**config.mk**
```make
export PLATFORM = sky130hd
export DESIGN_NAME = cfg_write_arbiter_flat
export DESIGN_NICKNAME = d
export VERILOG_FILES = /design/src/rtl/cfg_write_arbiter_if.sv /design/src/rtl/cfg_write_arbiter.sv /design/src/flat_wrapper.sv
export SDC_FILE = /design/constraint.sdc
export NUM_CORES = 1
export LEC_CHECK = 0
export BUFFER_PORTS_ARGS = -buffer_cell sky130_fd_sc_hd__clkbuf_2
export CAP_MARGIN = 30
export CORE_UTILIZATION = 50
export DETAILED_ROUTE_END_ITERATION = 6
export PLACE_DENSITY = 0.84
export SYNTH_ARGS = -nofsm -noshare
export SYNTH_HDL_FRONTEND = slang
export SYNTH_SLANG_ARGS = --single-unit
```
**constraint.sdc**
```tcl
create_clock -name clk -period 3.52 [get_ports clk]
set_input_delay 0.352 -clock clk [delete_from_list [all_inputs] [get_ports clk]]
set_output_delay 0.352 -clock clk [all_outputs]
set_load 0.1 [all_outputs]
```
**src/rtl/cfg_write_arbiter_if.sv**
```systemverilog
// Two-port configuration write bus: SPI decoder (port 0) and local sequencer (port 1).
interface cfg_write_arbiter_if;
  logic       wr0_valid;
  logic       wr0_ready;
  logic [6:0] wr0_addr;
  logic [7:0] wr0_data;
  logic       wr1_valid;
  logic       wr1_ready;
  logic [6:0] wr1_addr;
  logic [7:0] wr1_data;

  modport master (
    output wr0_valid, wr0_addr, wr0_data,
    output wr1_valid, wr1_addr, wr1_data,
    input  wr0_ready, wr1_ready
  );

  modport slave (
    input  wr0_valid, wr0_addr, wr0_data,
    input  wr1_valid, wr1_addr, wr1_data,
    output wr0_ready, wr1_ready
  );
endinterface

```
**src/rtl/cfg_write_arbiter.sv**
```systemverilog
// Round-robin write arbiter for the PWM/output configuration bank.
// Writes land in shadow registers; the active bank is loaded from shadow
// only at a frame boundary so the PWM generator never sees a partial update.
module cfg_write_arbiter #(
  parameter int unsigned NUM_REGS = 5,
  parameter int unsigned DROP_W   = 8
) (
  input  logic              clk,
  input  logic              rst_n,
  cfg_write_arbiter_if.slave wr,
  input  logic              frame_sync,
  output logic [7:0]        en_out_7_0,
  output logic [7:0]        en_out_15_8,
  output logic [7:0]        en_pwm_7_0,
  output logic [7:0]        en_pwm_15_8,
  output logic [7:0]        duty,
  output logic              pending,
  output logic              commit,
  output logic [DROP_W-1:0] drop_count
);

  typedef enum logic {PORT0 = 1'b0, PORT1 = 1'b1} port_e;

  localparam logic [6:0] NUM_REGS_A = 7'(NUM_REGS);

  port_e             rr_q, rr_d;
  logic [7:0]        shadow_q [NUM_REGS];
  logic [7:0]        shadow_d [NUM_REGS];
  logic [7:0]        active_q [NUM_REGS];
  logic [7:0]        active_d [NUM_REGS];
  logic              dirty_q, dirty_d;
  logic              commit_q, commit_d;
  logic [DROP_W-1:0] drop_q, drop_d;

  logic       acc0, acc1, acc_any;
  logic [6:0] acc_addr;
  logic [7:0] acc_data;
  logic       hit, miss, do_commit;

  // Grant: uncontended requests win outright, contention resolved by rr_q; no grant in reset.
  always_comb begin
    wr.wr0_ready = rst_n & wr.wr0_valid & (~wr.wr1_valid | (rr_q == PORT0));
    wr.wr1_ready = rst_n & wr.wr1_valid & (~wr.wr0_valid | (rr_q == PORT1));
  end

  // Select the accepted write and classify it as implemented or dropped.
  always_comb begin
    acc0     = wr.wr0_valid & wr.wr0_ready;
    acc1     = wr.wr1_valid & wr.wr1_ready;
    acc_any  = acc0 | acc1;
    acc_addr = acc0 ? wr.wr0_addr : wr.wr1_addr;
    acc_data = acc0 ? wr.wr0_data : wr.wr1_data;
    hit      = acc_any & (acc_addr < NUM_REGS_A);
    miss     = acc_any & ~(acc_addr < NUM_REGS_A);
  end

  // Next-state: shadow write, commit of next-state shadow, pointer and drop counter.
  always_comb begin
    rr_d     = rr_q;
    shadow_d = shadow_q;
    active_d = active_q;
    dirty_d  = dirty_q;
    drop_d   = drop_q;

    if (acc_any) rr_d = acc0 ? PORT1 : PORT0;

    for (int unsigned i = 0; i < NUM_REGS; i++) begin
      if (hit && acc_addr == 7'(i)) shadow_d[i] = acc_data;
    end

    // Commit sees shadow_d so a write accepted on the frame_sync cycle goes straight to active.
    do_commit = frame_sync & (dirty_q | hit);
    if (do_commit) begin
      active_d = shadow_d;
      dirty_d  = 1'b0;
    end else if (hit) begin
      dirty_d  = 1'b1;
    end
    commit_d = do_commit;

    if (miss && drop_q != '1) drop_d = drop_q + 1'b1;
  end

  // State registers, asynchronously cleared.
  always_ff @(posedge clk or negedge rst_n) begin
    if (!rst_n) begin
      rr_q     <= PORT0;
      dirty_q  <= 1'b0;
      commit_q <= 1'b0;
      drop_q   <= '0;
      for (int unsigned i = 0; i < NUM_REGS; i++) begin
        shadow_q[i] <= '0;
        active_q[i] <= '0;
      end
    end else begin
      rr_q     <= rr_d;
      dirty_q  <= dirty_d;
      commit_q <= commit_d;
      drop_q   <= drop_d;
      shadow_q <= shadow_d;
      active_q <= active_d;
    end
  end

  // Output mapping of the active bank.
  always_comb begin
    en_out_7_0  = active_q[0];
    en_out_15_8 = active_q[1];
    en_pwm_7_0  = active_q[2];
    en_pwm_15_8 = active_q[3];
    duty        = active_q[4];
    pending     = dirty_q;
    commit      = commit_q;
    drop_count  = drop_q;
  end

endmodule
```
**src/flat_wrapper.sv**
```systemverilog
// flat-port wrapper written by rule: the top's interface ports become plain ports
module cfg_write_arbiter_flat 
#(
  parameter int unsigned NUM_REGS = 5,
  parameter int unsigned DROP_W   = 8
)
  (clk, rst_n, frame_sync, en_out_7_0, en_out_15_8, en_pwm_7_0, en_pwm_15_8, duty, pending, commit, drop_count, wr_wr0_valid, wr_wr0_addr, wr_wr0_data, wr_wr1_valid, wr_wr1_addr, wr_wr1_data, wr_wr0_ready, wr_wr1_ready);
  cfg_write_arbiter_if wr_i ();
  input  logic clk;
  input  logic rst_n;
  input  logic frame_sync;
  output logic [7:0] en_out_7_0;
  output logic [7:0] en_out_15_8;
  output logic [7:0] en_pwm_7_0;
  output logic [7:0] en_pwm_15_8;
  output logic [7:0] duty;
  output logic pending;
  output logic commit;
  output logic [DROP_W-1:0] drop_count;
  input wire logic [$bits(wr_i.wr0_valid)-1:0] wr_wr0_valid;
  input wire logic [$bits(wr_i.wr0_addr)-1:0] wr_wr0_addr;
  input wire logic [$bits(wr_i.wr0_data)-1:0] wr_wr0_data;
  input wire logic [$bits(wr_i.wr1_valid)-1:0] wr_wr1_valid;
  input wire logic [$bits(wr_i.wr1_addr)-1:0] wr_wr1_addr;
  input wire logic [$bits(wr_i.wr1_data)-1:0] wr_wr1_data;
  output wire logic [$bits(wr_i.wr0_ready)-1:0] wr_wr0_ready;
  output wire logic [$bits(wr_i.wr1_ready)-1:0] wr_wr1_ready;
  assign wr_i.wr0_valid = wr_wr0_valid;
  assign wr_i.wr0_addr = wr_wr0_addr;
  assign wr_i.wr0_data = wr_wr0_data;
  assign wr_i.wr1_valid = wr_wr1_valid;
  assign wr_i.wr1_addr = wr_wr1_addr;
  assign wr_i.wr1_data = wr_wr1_data;
  assign wr_wr0_ready = wr_i.wr0_ready;
  assign wr_wr1_ready = wr_i.wr1_ready;
  cfg_write_arbiter #(.NUM_REGS(NUM_REGS), .DROP_W(DROP_W)) u_core (.clk(clk), .rst_n(rst_n), .wr(wr_i), .frame_sync(frame_sync), .en_out_7_0(en_out_7_0), .en_out_15_8(en_out_15_8), .en_pwm_7_0(en_pwm_7_0), .en_pwm_15_8(en_pwm_15_8), .duty(duty), .pending(pending), .commit(commit), .drop_count(drop_count));
endmodule
```
# Yosys cells after proc, flatten, opt, wreduce, memory -nomap -nowiden
# Index checks and enable logic that the tools add are counted.
# Widths: inputs -> output; s select.
[word_totals]
regBits = 91
in_bits = 35
out_inout_bits = 52
wordCells = 56
[op_classes]
n_addsub = 1
magnitude_cmp = 1
n_eq_ne = 5
mux = 10
bitwise = 17
reduce_logical = 8
[op_table]
columns = ["op", "count"]
rows = [
  ["$mux 8", 6],
  ["$eq 7x2->1 const B", 2],
  ["$and 1x1->1", 9],
  ["$add 8x1->8 const B", 1],
  ["$ne 8x8->1 const B", 1],
  ["$eq 7x1->1 const B", 1],
  ["$eq 7x3->1 const B", 1],
  ["$logic_not 7->1", 1],
  ["$lt 7x3->1 const B", 1],
  ["$mux 7", 1],
  ["$logic_and 1x1->1", 6],
  ["$not 1->1", 4],
  ["$or 1x1->1", 4],
  ["$mux 1", 3],
  ["$reduce_bool 2->1", 1],
]

# Logic depth before layout (Yosys ltp)
# Gate-level depths: netlist (run 1).
[depth]
depth_word = 10
mapped_depth = 6
depth_no_buf = 5

# Least setup slack after synthesis (run 1)
# No wires, ideal clock.
[synth_path]
kind = "input -> register"
startpoint = "input wr_wr0_addr[6]"
endpoint = "register u_core.active_q (netlist bit u_core.duty[0])"
setup_time_ps = 125
arrival_ps = 2299
t_required_ps = 3395
slack_ps = 1095
stages = 5
cell_sequence = "or4_4 > or3_4 > o32ai_4 > mux2_2 > mux2_2"
[synth_rtl]
columns = ["element", "line_no", "source"]
rows = [
  ["start: declaration", "flat_wrapper.sv:21", "input wire logic [$bits(wr_i.wr0_addr)-1:0] wr_wr0_addr;"],
  ["end signal: assignment", "cfg_write_arbiter.sv:101", "active_q <= active_d;"],
  ["end: declaration", "cfg_write_arbiter.sv:29", "logic [7:0] active_q [NUM_REGS];"],
]

==> impl_metrics.env, run 1 <==
export IMPL_outcome="finished, final reports clean"
export IMPL_start_kind="primary input"
export IMPL_final_max_slew_viol_count=0
export IMPL_seq_area_frac_synth_pct=60.7
export IMPL_drtPass1Iterations=4
export IMPL_avgViaCountPerCell=5.30
export IMPL_clock_fmax_ghz=0.359
export IMPL_core_um2=7250
export IMPL_crit_type="in -> reg"
export IMPL_cp_required_ps=3760
export IMPL_drive_above_1_share_pct=58.6
export IMPL_ir_drop_uv=308
export IMPL_wl_per_cell_um=15.7
export IMPL_maxCapViolCount=0
export IMPL_cts_inserted_buffers=9
export IMPL_cp_end_kind="flip-flop"
export IMPL_syn_nets=283
export IMPL_yosysWarnings=0
export IMPL_cts_tree="done"
export IMPL_setup_viol=0
export IMPL_ant_nets=0
export IMPL_route_vias_total=2368
export IMPL_fin_setup_tns_ps=0
export IMPL_total_power_mw=2.55
export IMPL_drt_iter0_drc=90
export IMPL_syn_avg_cell_area_um2=15.2
export IMPL_cts_htree_levels=3
export IMPL_power_leakage_nw=2.35
export IMPL_clkTransAtPathRegs_ps=90
export IMPL_start_util_pct=51.8
export IMPL_grt_max_degree=83
export IMPL_syn_to_final_growth_pct=20.3
export IMPL_power_density_nw_per_um2=565
export IMPL_synth_seq_cells=91
export IMPL_antenna_found_initial=0
export IMPL_clock_root_buffer="clkbuf_8"
export IMPL_track_usage_pct=19.4
export IMPL_max_slew_margin_pct=42.0
export IMPL_nets=379
export IMPL_max_clock_path_buffers=2
export IMPL_grt_pass1_vias=2287
export IMPL_cts_sinks=91
export IMPL_timing_final_hold_violations=0
export IMPL_finalClockSkew_ps=5.56
export IMPL_most_common_layout_cells="dfrtp_1, mux2_2, clkbuf_2"
export IMPL_postSynthCellCount=247
export IMPL_port_buffers=86
export IMPL_die_area_um2=7860
export IMPL_syn_area_um2=3750
export IMPL_min_path_type="in -> reg"
export IMPL_worst_slew_pin_slew_ps=864
export IMPL_grt_setup_unrepaired="false"
export IMPL_chipWidth_um=88.6
export IMPL_fin_crit_sh_pct=79.2
export IMPL_arrival_ps=3020
export IMPL_crit_fanout=15
export IMPL_gp_congestion=0.905
export IMPL_grt_ovfl_total=0
export IMPL_die_h_um=88.6
export IMPL_drt_wl_total_mm=7.03
export IMPL_rows=31
export IMPL_pin_count=87
export IMPL_fill_cells=587
export IMPL_place_hpwl_mm=5.06
export IMPL_synth_distinct_cells=31
export IMPL_clock_latency_ps=350
export IMPL_antennaDiodeCount=0
export IMPL_grt_pass1_wl_mm=11.2
export IMPL_layout_min_cycle_time_ps=2790
export IMPL_mostFrequentLayoutCell="dfrtp_1"
export IMPL_drcViolationCount=0
metal layers:
layer  wire (um)  share of wire, %  vias up  track usage, %
met4         147               2.1        0            9.82
met2        3320                47       79            29.5
met5           0                 0        -               0
met3         304               4.3       16            3.26
met1        3270                46     1177            27.0
li1            -                 -     1096               -
report_power, final:
part	internal [mW]	switching, mW	total, mW	leakage [nW]
registers	1.14	0.0682	1.20	1.25
logic	0.152	0.565	0.717	1.01
clock network	0.261	0.368	0.629	0.0900
worst paths after layout:
kind | startpoint | end | slack (ps) | cells after the start
worst min-delay path | frame_sync | u_core.pending | 180 | 2
max in group asynchronous | rst_n | u_core.duty[3] | 2250 | 4
min in group asynchronous | rst_n | u_core.drop_count[6] | 410 | 2
worst max-delay path | rst_n | u_core.en_out_15_8[5] | 730 | 7
worst min register to register | u_core.drop_count[6] | u_core.drop_count[6] | 490 | 1
worst max register to register | u_core.rr_q | u_core.en_out_15_8[5] | 1060 | 5
synthesized netlist by cell type:
| cell type | number | area share, % |
|---|---|---|
| dfrtp_1 | 91 | 61 |
| mux2_2 | 89 | 27 |
| nand2_1 | 9 | 0.90 |
| buf_2 | 6 | 0.80 |
| nor2_1 | 6 | 0.60 |
| xnor2_1 | 6 | 1.4 |
| inv_1 | 4 | 0.40 |
| o21ai_0 | 4 | 0.53 |
| nand4_1 | 3 | 0.50 |
| and3_1 | 2 | 0.33 |
| nand3_1 | 2 | 0.27 |
| nor3_1 | 2 | 0.27 |
| nor4_1 | 2 | 0.33 |
| o32ai_4 | 2 | 1.5 |
| or3_4 | 2 | 0.60 |
| or4_4 | 2 | 0.60 |
| a22o_2 | 1 | 0.27 |
| a311oi_1 | 1 | 0.23 |
| a32o_1 | 1 | 0.27 |
| a32oi_2 | 1 | 0.43 |
| a41o_1 | 1 | 0.27 |
| and2_1 | 1 | 0.17 |
| and2b_2 | 1 | 0.23 |
| and4_1 | 1 | 0.23 |
| clkinv_1 | 1 | 0.10 |
| ha_1 | 1 | 0.33 |
| nand3b_1 | 1 | 0.20 |
| nor4b_1 | 1 | 0.23 |
| o21a_1 | 1 | 0.20 |
| o41ai_1 | 1 | 0.23 |
| xor2_1 | 1 | 0.23 |
sequential cells by signal (all words and copies together), names as in the netlist:
register and cells:
u_core.duty 8, u_core.pending 1, u_core.en_pwm_15_8 8, u_core.en_out_7_0 8
u_core.en_pwm_7_0 8, u_core.rr_q 1, u_core.shadow_q 40, u_core.commit 1
u_core.en_out_15_8 8, u_core.drop_count 8
critical path, cell delays in order:
cell	delay, ps
dlygate4sd3_1	550
buf_4	220
nand2_1	150
nor4_1	570
a32o_1	500
mux2_2	400
mux2_2	260
kinds of logic after synthesis:
logic type      Yosys count  share of synthesized area [%]
mux                      89                           26.7
simple gates             35                           5.47
buf+inv                  11                           1.30
xor+xnor                  7                           1.63
flops                    91                           60.7
compound gates           13                           3.90
fa+ha+maj                 1                          0.333
through the flow:
step	hold slack, ps	instances	setup slack [ps]	instance area, um2	util (%)
finish	176	447	732	4520	62.3
global route	148	447	523	4520	62.3
CTS	152	446	726	4490	61.9
detailed placement	201	429	756	4300	59.3
global placement	200	429	830	4300	59.3
floorplan	56.4	247	1100	3750	-
area by class of cell:
class	count	area (um2)	area share, %
sequential	91	2280	50.4
clock inverter	7	52.6	1.16
tap	99	124	2.74
multi-input combinational	145	1430	31.6
inverter	5	18.8	0.416
timing repair buffer	91	493	10.9
clock buffer	9	124	2.74
what timing repair did:
action	CTS	global route
gates resized for setup	0	0
endpoints found under the hold margin	9	0
hold buffers	1	0
setup buffers	0	0
Note: power is estimated with default switching activity, not from simulation.
==> inputs of run 2 (changes only) <==
- ABC_AREA: not set -> 1
- PLACE_DENSITY: 0.84 -> 0.83
- clock period: 3.52 -> 2.6 ns (I/O delays scaled with it)
==> run 2 against run 1 <==
Effect of this change:
- core utilization decreased by 0.66 points
- non-clock buffer count increased by 5
- worst setup slack got worse by 510 ps
- largest power group is now combinational logic
- register-to-register slack got worse by 630 ps
- sequential share of layout area decreased by 5.4 points
- clock power increased by 86%
- wire length increased by 36%
- synthesized area increased by 14%
- critical path type unchanged
- sequential power increased by 59%
- clock-buffer cell count increased by 1
==> impl_metrics.env, run 2 <==
export IMPL_p_sw_mw=3.18
export IMPL_power_leakage_nw=2.77
export IMPL_crit_fanout=39
export IMPL_core_um2=8220
export IMPL_whs_ps=102
export IMPL_cts_sinks=91
export IMPL_place_hpwl_mm=6.68
export IMPL_max_clock_path_buffers=2
export IMPL_track_usage_pct=24.0
export IMPL_drt_iter0_drc=176
export IMPL_die_h_um=94.3
export IMPL_fin_setup_tns_ps=0
export IMPL_drive_above_1_share_pct=23.9
export IMPL_synth_distinct_cells=29
export IMPL_cp_required_ps=2910
export IMPL_drt_wl_total_mm=9.54
export IMPL_largest_register="u_core.shadow_q"
export IMPL_utilization_pct=61.6
export IMPL_grt_pass1_wl_mm=16.1
export IMPL_start_kind="primary input"
export IMPL_finalClockSkew_ps=6.81
export IMPL_gp_congestion=0.800
export IMPL_cts_htree_levels=3
export IMPL_yosys_area_top_type_share_pct=53.5
export IMPL_rows=33
export IMPL_power_frac_seq_pct=32.1
export IMPL_outcome="finished, final reports clean"
export IMPL_nets=622
export IMPL_worst_slew_pin_slew_ps=729
export IMPL_max_slew_margin_pct=50.0
export IMPL_syn_avg_cell_area_um2=8.68
export IMPL_grt_ovfl_total=0
export IMPL_route_vias_total=3473
export IMPL_start_util_pct=51.9
export IMPL_synth_edf_count=0
export IMPL_syn_nets=527
export IMPL_cts_resized=0
export IMPL_p_comb_share_pct=48.2
export IMPL_clock_fmax_ghz=0.421
export IMPL_mostFrequentLayoutCell="nand2_1"
export IMPL_largest_register_ffs=40
export IMPL_fin_crit_sh_pct=91.4
export IMPL_p_sw_share_pct=53.5
export IMPL_drtPass1Iterations=4
export IMPL_synth_area_leaders="dfrtp_1, nand2_1, nand3_1"
export IMPL_grt_max_degree=61
export IMPL_ant_nets=0
export IMPL_cts_inserted_buffers=9
export IMPL_most_common_layout_cells="nand2_1, dfrtp_1, clkbuf_2"
export IMPL_clkPwrFrac_pct=19.7
export IMPL_arrival_ps=2680
export IMPL_pin_count=87
export IMPL_postSynthCellCount=491
export IMPL_maxCapViolCount=0
export IMPL_clkTransAtPathRegs_ps=90
export IMPL_yosysMostFrequentCell="nand2_1"
export IMPL_ir_drop_uv=1010
export IMPL_avgViaCountPerCell=4.99
export IMPL_synth_common_cells="nand2_1, dfrtp_1, nand3_1, inv_1, and2_1"
export IMPL_syn_area_um2=4260
export IMPL_chipWidth_um=94.3
export IMPL_clock_latency_ps=370
export IMPL_wl_per_cell_um=13.7
export IMPL_setup_viol=0
export IMPL_syn_to_final_growth_pct=18.8
export IMPL_synth_ff_type="dfrtp_1"
export IMPL_cts_tree="done"
export IMPL_synth_seq_cells=91
export IMPL_clock_root_buffer="clkbuf_8"
export IMPL_stdcell_area_um2=5060
export IMPL_synthArstFlopShare_pct=100
export IMPL_antennaDiodeCount=0
export IMPL_die_area_um2=8890
export IMPL_seq_area_frac_synth_pct=53.5
export IMPL_synth_top_cell_by_area="dfrtp_1"
export IMPL_grt_setup_unrepaired="false"
export IMPL_p_int_mw=2.77
export IMPL_timing_final_hold_violations=0
export IMPL_crit_type="in -> reg"
export IMPL_antenna_found_initial=0
export IMPL_port_buffers=86
export IMPL_min_path_type="in -> reg"
export IMPL_power_density_nw_per_um2=1180
export IMPL_final_max_slew_viol_count=0
export IMPL_drcViolationCount=0
export IMPL_yosysWarnings=0
export IMPL_placed_cell_area_um2=4800
export IMPL_grt_pass1_vias=3430
export IMPL_cp_end_kind="flip-flop"
export IMPL_layout_min_cycle_time_ps=2380
==> run 2: what timing repair did <==
action | CTS | global route
hold buffers | 1 | 0
buffers inserted | 0 | 0
hold endpoints to repair | 31 | 0
==> run 2: layout make-up <==
class	instances	area, um2
Inverter	64	240
Clock inverter	6	113
Tap cell	105	131
Timing Repair Buffer	96	531
Sequential cell	91	2280
Clock buffer	10	138
Fill cell	688	3150
Multi-Input combinational cell	324	1630
==> run 2: per-layer routing <==
metal  global-route usage (%)  vias to the layer above  wire, um
met1                     31.4                     1635      4180
met4                     13.3                        0       288
li1                         -                     1700         -
met3                     2.59                       27       445
met2                     38.9                      111      4630
met5                        0                        -         0
==> run 2: cells by family after synthesis <==
group / Yosys count / synth area share, %
AND/OR/NAND/NOR: 292 / 31.8
flip-flops: 91 / 53.5
buffers and inverters: 76 / 8.43
AO/OA/AOI/OAI: 16 / 2.70
multiplexers: 8 / 1.88
XOR/XNOR: 7 / 1.44
adder cells (fa/ha/maj): 1 / 0.294
==> run 2: worst paths after layout <==
| check | from | end | slack, ps | cells after the start |
|---|---|---|---|---|
| max reg2reg | u_core.rr_q | u_core.duty[2] | 430 | 10 |
| min in group asynchronous | rst_n | u_core.en_out_15_8[4] | 540 | 3 |
| min | frame_sync | u_core.pending | 100 | 2 |
| min reg2reg | u_core.en_out_7_0[2] | u_core.en_out_7_0[2] | 480 | 2 |
| max in group asynchronous | rst_n | u_core.shadow_q[26] | 1430 | 4 |
| max | rst_n | u_core.duty[2] | 220 | 13 |
==> run 2: power groups by stage <==
| stage | clock (mW) | combinational [mW] | sequential (mW) |
|---|---|---|---|
| 3_3_place_gp | 0 | 2.84 | 1.93 |
| 4_1_cts | 1.18 | 2.88 | 1.91 |
| 3_5_place_dp | 0 | 2.88 | 1.94 |
| 2_1_floorplan | 0 | 0.401 | 3.92 |
| 6_report | 1.17 | 2.87 | 1.91 |
| 5_1_grt | 1.24 | 3.00 | 1.95 |
==> run 2: worst max-delay path, stage by stage <==
cell and delay [ps]:
dlygate4sd3_1 560, buf_4 140, nand2_2 80, inv_2 110, nand2_4 160, nand2_1 100
nand2_1 150, a21oi_2 260, nor2_8 120, o21ai_2 150, buf_4 390, nand2_1 110
nand2_1 90
==> run 2: metrics by stage <==
step                cells  setup WS (ps)  power, mW
floorplan             491            185       4.32
global placement      678            555       4.77
detailed placement    679            423       4.81
CTS                   696            232       5.97
global route          696           12.1       6.18
finish                696            223       5.95
